`config.mk`:
```
export PLATFORM = sky130hd
export DESIGN_NAME = regfile_wb_arbiter
export DESIGN_NICKNAME = d
export VERILOG_FILES = /design/src/rtl/regfile_wb_arbiter.sv
export SDC_FILE = /design/constraint.sdc
export NUM_CORES = 1
export LEC_CHECK = 0
export BUFFER_PORTS_ARGS = -buffer_cell sky130_fd_sc_hd__buf_4
export CAP_MARGIN = 20
export CORE_ASPECT_RATIO = 0.6
export CORE_MARGIN = 3
export CORE_UTILIZATION = 54
export CTS_CLUSTER_DIAMETER = 50
export DETAILED_ROUTE_END_ITERATION = 8
export GPL_TIMING_DRIVEN = 1
export PLACE_DENSITY = 0.83
export SLEW_MARGIN = 10
export SYNTH_ARGS = -nofsm -noshare
export SYNTH_HDL_FRONTEND = slang
export SYNTH_SLANG_ARGS = --single-unit
export TNS_END_PERCENT = 30
```
`constraint.sdc`:
```
create_clock -name CLK -period 3.14 [get_ports CLK]
set_input_delay 0.471 -clock CLK [delete_from_list [all_inputs] [get_ports CLK]]
set_output_delay 0.471 -clock CLK [all_outputs]
set_load 0.005 [all_outputs]
```
`src/rtl/regfile_wb_arbiter.sv`:
```
// Arbitrates the register file's single write port between the in-order WB stage (A)
// and the long-latency unit (B), each with a one-entry holding buffer.
module regfile_wb_arbiter #(
  parameter int unsigned STARVE_LIMIT = 4
) (
  input  logic        CLK,
  input  logic        RESET,
  input  logic        A_Valid,
  input  logic [4:0]  A_Reg,
  input  logic [31:0] A_Data,
  output logic        A_Ready,
  input  logic        B_Valid,
  input  logic [4:0]  B_Reg,
  input  logic [31:0] B_Data,
  output logic        B_Ready,
  output logic        Write1,
  output logic [4:0]  WriteReg1,
  output logic [31:0] WriteData1,
  output logic [31:0] PendMask
);

  localparam logic [2:0] STARVE_MAX = 3'(STARVE_LIMIT);

  function automatic logic [31:0] oneHot(input logic [4:0] idx);
    oneHot = 32'd1 << idx;
  endfunction

  logic        fullA_r, fullB_r;
  logic        olderA_r, olderB_r;
  logic [4:0]  regA_r, regB_r;
  logic [31:0] dataA_r, dataB_r;
  logic [2:0]  starveCnt_r;

  logic        grantA_s, grantB_s;
  logic        accA_s, accB_s;
  logic        olderANext_s, olderBNext_s;
  logic [2:0]  starveNext_s;

  // Grant selection from buffer state only; same-register entries always drain oldest first.
  always_comb begin
    grantA_s = 1'b0;
    grantB_s = 1'b0;
    if (fullA_r && !fullB_r) begin
      grantA_s = 1'b1;
    end else if (!fullA_r && fullB_r) begin
      grantB_s = 1'b1;
    end else if (fullA_r && fullB_r) begin
      if (regA_r == regB_r) begin
        if (olderB_r && !olderA_r) begin
          grantB_s = 1'b1;
        end else begin
          grantA_s = 1'b1;
        end
      end else if (starveCnt_r == STARVE_MAX) begin
        grantB_s = 1'b1;
      end else begin
        grantA_s = 1'b1;
      end
    end else begin
      grantA_s = 1'b0;
      grantB_s = 1'b0;
    end
  end

  // Handshake: a buffer can take a new entry when empty or draining this cycle.
  always_comb begin
    A_Ready = RESET && (!fullA_r || grantA_s);
    B_Ready = RESET && (!fullB_r || grantB_s);
    accA_s  = A_Valid && A_Ready && (A_Reg != 5'd0);
    accB_s  = B_Valid && B_Ready && (B_Reg != 5'd0);
  end

  // Relative age of the two entries and the starvation counter for B.
  always_comb begin
    olderANext_s = grantA_s ? 1'b0 : olderA_r;
    olderBNext_s = grantB_s ? 1'b0 : olderB_r;
    if (accA_s && accB_s) begin
      olderANext_s = 1'b0;
      olderBNext_s = 1'b1;
    end else if (accA_s) begin
      olderANext_s = 1'b0;
      if (fullB_r && !grantB_s) begin
        olderBNext_s = 1'b1;
      end else begin
        olderBNext_s = 1'b0;
      end
    end else if (accB_s) begin
      olderBNext_s = 1'b0;
      if (fullA_r && !grantA_s) begin
        olderANext_s = 1'b1;
      end else begin
        olderANext_s = 1'b0;
      end
    end else begin
      olderANext_s = olderANext_s;
      olderBNext_s = olderBNext_s;
    end

    if (fullB_r && !grantB_s) begin
      if (starveCnt_r == STARVE_MAX) begin
        starveNext_s = starveCnt_r;
      end else begin
        starveNext_s = starveCnt_r + 3'd1;
      end
    end else begin
      starveNext_s = 3'd0;
    end
  end

  // In-flight destinations: both buffers plus the entry currently on the write port.
  always_comb begin
    PendMask = 32'd0;
    if (fullA_r) begin
      PendMask = PendMask | oneHot(regA_r);
    end else begin
      PendMask = PendMask;
    end
    if (fullB_r) begin
      PendMask = PendMask | oneHot(regB_r);
    end else begin
      PendMask = PendMask;
    end
    if (Write1) begin
      PendMask = PendMask | oneHot(WriteReg1);
    end else begin
      PendMask = PendMask;
    end
  end

  // Buffer, age, starvation and write-port state.
  always_ff @(posedge CLK or negedge RESET) begin
    if (!RESET) begin
      fullA_r     <= 1'b0;
      fullB_r     <= 1'b0;
      olderA_r    <= 1'b0;
      olderB_r    <= 1'b0;
      regA_r      <= 5'd0;
      regB_r      <= 5'd0;
      dataA_r     <= 32'd0;
      dataB_r     <= 32'd0;
      starveCnt_r <= 3'd0;
      Write1      <= 1'b0;
      WriteReg1   <= 5'd0;
      WriteData1  <= 32'd0;
    end else begin
      if (accA_s) begin
        fullA_r <= 1'b1;
        regA_r  <= A_Reg;
        dataA_r <= A_Data;
      end else if (grantA_s) begin
        fullA_r <= 1'b0;
      end
      if (accB_s) begin
        fullB_r <= 1'b1;
        regB_r  <= B_Reg;
        dataB_r <= B_Data;
      end else if (grantB_s) begin
        fullB_r <= 1'b0;
      end
      olderA_r    <= olderANext_s;
      olderB_r    <= olderBNext_s;
      starveCnt_r <= starveNext_s;
      if (grantA_s) begin
        Write1     <= 1'b1;
        WriteReg1  <= regA_r;
        WriteData1 <= dataA_r;
      end else if (grantB_s) begin
        Write1     <= 1'b1;
        WriteReg1  <= regB_r;
        WriteData1 <= dataB_r;
      end else begin
        Write1     <= 1'b0;
      end
    end
  end

endmodule
```
==> results by stage <==
Global routing:
- In the global route stage, overall resource usage came out at 0.2881.
- The via count of the first global-routing pass is 5,508.
- The initial antenna violation count is 0.
- The remaining global-route overflow is 0.
- Entering global routing, the biggest net connects 85 pins.
- The global-route wire length before repair is 29,970 microns.

Clock network:
- The clock latency of the later-clocked register in the worst-skew pair is 0.42 ns.
- Hold repair after CTS inserted 0 buffers.
- The CTS root buffer is clkbuf_16.
- TritonCTS built the clock tree.
- The sink count of the clock tree is 119.
- The post-cts sizing count is 0.
- After clock tree synthesis, the clock-pin slew on the worst setup and hold paths is 0.06 ns.
- Post-CTS timing repair inserted 0 buffers for setup.
- The maximum number of buffers from clock root to sink is 2.
- The number of clock buffers inserted by TritonCTS is 17.
- The H-tree was split into 4 levels.

Detailed routing:
- The average wire per standard cell is 22.01 microns.
- The length of the first detailed-routing pass in iterations is 7.
- The post-route DRC violation count is 0.
- The count of routing violations after the opening detailed-route iteration is 505.
- In this run the remaining antenna-violating nets after routing total 0.
- The via count of the routed design is 5,407.
- Using the TritonRoute via totals, the vias-per-cell ratio works out to 6.339.
- The wire length reported by the detailed router is 18,770 microns.

STA:
- The hold violation count in the final report is 0.
- The final number of max-transition violations was 0.
- The final worst clock skew is 0.01454 ns.
- The highest clock frequency the design can meet is 332.7 MHz.
- The clock period could shrink to 3.006 ns.
- Setup violations remaining at the end of the flow were counted as 0.
- Once routing completed, OpenROAD measured the worst setup slack at 0.1344 ns.
- At the pin with the least slew margin, the transition time is 0.8654 ns.
- The total negative setup slack is 0 ns.
- The portion of the clock cycle consumed by the worst path in the final layout is 0.9572.
- Measured against its own limit, the worst slew margin works out to 0.4218.
- Setup repair after global routing left no endpoint under its margin.

Yosys:
- During synthesis, Yosys emitted a total of 0 warnings.
- Of the synthesized area, sequential elements account for 0.4719.
- Of the post-synthesis cell area, the dominant cell type holds 0.4719.
- For this run, asynchronously set or reset flops after synthesis account for 1.000.
- The synthesized design contains 119 register bits.
- After synthesis, the mean cell area works out to 11.64 sq um.
- In the post-synthesis netlist, the biggest area contributors are dfrtp_1 (47%), mux2_1 (7.5%), o221a_2 (6.2%).
- The total nets after synthesis is 622.
- Of all cell types, the one taking the most synthesized area is dfrtp_1.
- The post-synthesis instance area is 6310 sq um.
- The prevailing post-synth register cell is dfrtp_1.
- In this run, distinct cell masters in the synthesized netlist total 52.
- The synthesized design contains 0 enable-type register cells.
- Synthesis produced 542 cells.

Die:
- The number of standard-cell rows in the floorplan is 29.
- The x dimension of the die is 145.6 microns.
- Measured along the y axis, the die boundary spans 89.73 microns.
- The I/O pin count is 150.
- The die covers 13,060 sq um.
- The initial standard-cell utilization of the core is 0.5758.
- The total core area is 10,960 sq um.

Final layout:
- The most common cell after layout, fill and taps aside is buf_4.
- In the layout the commonest cells are buf_4 (166), dfrtp_1 (117), nor2b_1 (43).
- In the final layout, flip-flops and latches occupy 2980 sq um.
- The final layout contains 765 nets.
- The repair_antennas step left the layout with diodes totalling 0.
- The final cell count without fillers is 853.
- The footprint of the multi-input gates is 3078 sq um.
- In the final layout, the share of cells above drive strength 1 is 0.3968.
- Fill cells in the final layout number 743.
- The area growth from synthesis to layout is 30.38%.

Power:
- The leakage power is 0.003757 uW.
- The share of total power dissipated in combinational logic is 0.242.
- Of the total power, the share spent switching nets is 0.2918.
- IR analysis of the VDD net gives a maximum drop of 0.4243 mV.
- Of the total power, the clock network draws 0.389.
- Power spread over the standard cell area amounts to 677.3 nW/um^2.
- The register share of total power is 0.369.
- The internal power of the cells totals 3946 uW.
- The net switching power is 1626 uW.

Setup path:
- STA classifies the critical path startpoint as a flip-flop.
- The number of cells on the worst reg-to-reg path is 6.
- The data arrival time of the worst path is 2.53 ns.
- The cell at the slowest stage of the critical path is dfrtp_1.
- The required arrival time at the worst endpoint is 2.67 ns.
- STA classifies the critical path endpoint as a primary output.
- The startpoint identified for the worst register-to-register timing path is regA_r[1]$_DFFE_PN0P_.
- Traced cell by cell, the critical path runs through xor2_1 -> nor2_1 -> a21oi_1 -> o21bai_1 -> and2_1 -> buf_4.
- The critical path starts at regA_r[1]$_DFFE_PN0P_.
- Along the worst path, the maximum fanout reaches 10.
- The classification of the worst setup path is reg2out.
- The worst stage delay on the critical path is 0.56 ns.

Placed design:
- At the end of routability-driven placement, the weighted congestion stood at 0.9752.
- OpenSTA, run right after detailed placement, puts the worst setup slack at 0.5153 ns.
- Once placement completed, the tool counted placed cells totaling 820.
- In this run the tool buffered the top-level ports with 149 buffer cells.
- Summed over all nets, the half-perimeter wirelength after detailed placement is 12,790 microns.

Run status:
- The run finished with clean final reports.

Run:
- Across the run, the number of max-cap violations was 0.

Worst hold path:
- The classification of the worst-slack hold path is in2async.
==> flip-flops by register name (all words and copies together) (netlist names) <==
register and count:
Write1 1, regB_r 5, olderB_r 1, starveCnt_r 3, WriteReg1 5, regA_r 5
fullA_r 1, olderA_r 1, fullB_r 1, dataB_r 32, dataA_r 32, WriteData1 32
==> stage by stage <==
step	hold WS, ns	area [sq um]	util	total power (uW)
3_3_place_gp	0.4743	7548	0.6889	3322
4_1_cts	0.1312	8199	0.7482	5565
3_5_place_dp	0.4829	7548	0.6889	3383
5_1_grt	0.1470	8227	0.7507	5801
2_1_floorplan	0.1754	6310	-	2791
6_report	0.1280	8227	0.7507	5572
==> power by group through the flow <==
stage / sequential [uW] / combinational, uW / clock (uW)
2_1_floorplan: 2000 / 794 / 0
3_3_place_gp: 2050 / 1270 / 0
3_5_place_dp: 2070 / 1320 / 0
4_1_cts: 2050 / 1330 / 2180
5_1_grt: 2090 / 1450 / 2270
6_report: 2060 / 1350 / 2170
==> area by class of cell <==
| cell class | instances | share of cell area |
|---|---|---|
| tap | 155 | 0.02357 |
| inverter | 8 | 0.003650 |
| multi-input combinational | 371 | 0.3741 |
| clock buffer | 18 | 0.05217 |
| clock inverter | 14 | 0.02692 |
| sequential | 119 | 0.3623 |
| timing repair buffer | 168 | 0.1573 |
==> layer usage <==
| metal | track usage | part of all wire | vias to the layer above |
|---|---|---|---|
| li1 | - | - | 2334 |
| met1 | 0.3923 | 0.43 | 2717 |
| met3 | 0.09749 | 0.10 | 37 |
| met4 | 0.09479 | 0.016 | 0 |
| met2 | 0.4365 | 0.45 | 319 |
| met5 | 0 | 0 | - |
==> synth_stat cells (5+ instances only) <==
cell and number:
mux2_4 19, or3_1 5, dfrtp_1 119, nand2_1 29, buf_6 8, mux2_2 13, o221a_2 35, nor2b_1 43
a21oi_1 6, a221o_1 13, nand2b_1 10, a22oi_1 14, clkbuf_1 21, nor2_1 27, a211o_1 36, o21ai_0 9
inv_1 8, mux2_1 42, nor3_1 16, buf_2 8, o211ai_1 5
==> critical path, delay by kind of cell, from the launching register on <==
family          cells  cell delay (ns)
compound gates      2             0.82
xor+xnor            1             0.25
buf+inv             1             0.13
flops               1             0.56
simple gates        2             0.36
==> logic make-up after synthesis <==
family,after synthesis,share of synthesized area
AOI/OAI and AO/OA,137,0.2009
xor gates and xnor gates,6,0.008328
adders and majority gates,2,0.003965
buffers and inverters,52,0.04382
DFF,119,0.4719
muxes,74,0.1434
and+or+nand+nor,152,0.1277
==> worst paths after layout <==
| path | to | slack (ns) |
|---|---|---|
| worst max-delay path | A_Ready | 0.13 |
| worst min-delay path | dataB_r[29]$_DFFE_PN0P_ | 0.13 |
| worst max register to register | dataA_r[9]$_DFFE_PN0P_ | 0.45 |
| worst min register to register | dataB_r[15]$_DFFE_PN0P_ | 0.49 |
| max in group asynchronous | WriteData1[9]$_DFFE_PN0P_ | 1.91 |
| min in group CLK | dataB_r[8]$_DFFE_PN0P_ | 0.26 |
Note: power is estimated with default switching activity, not from simulation.
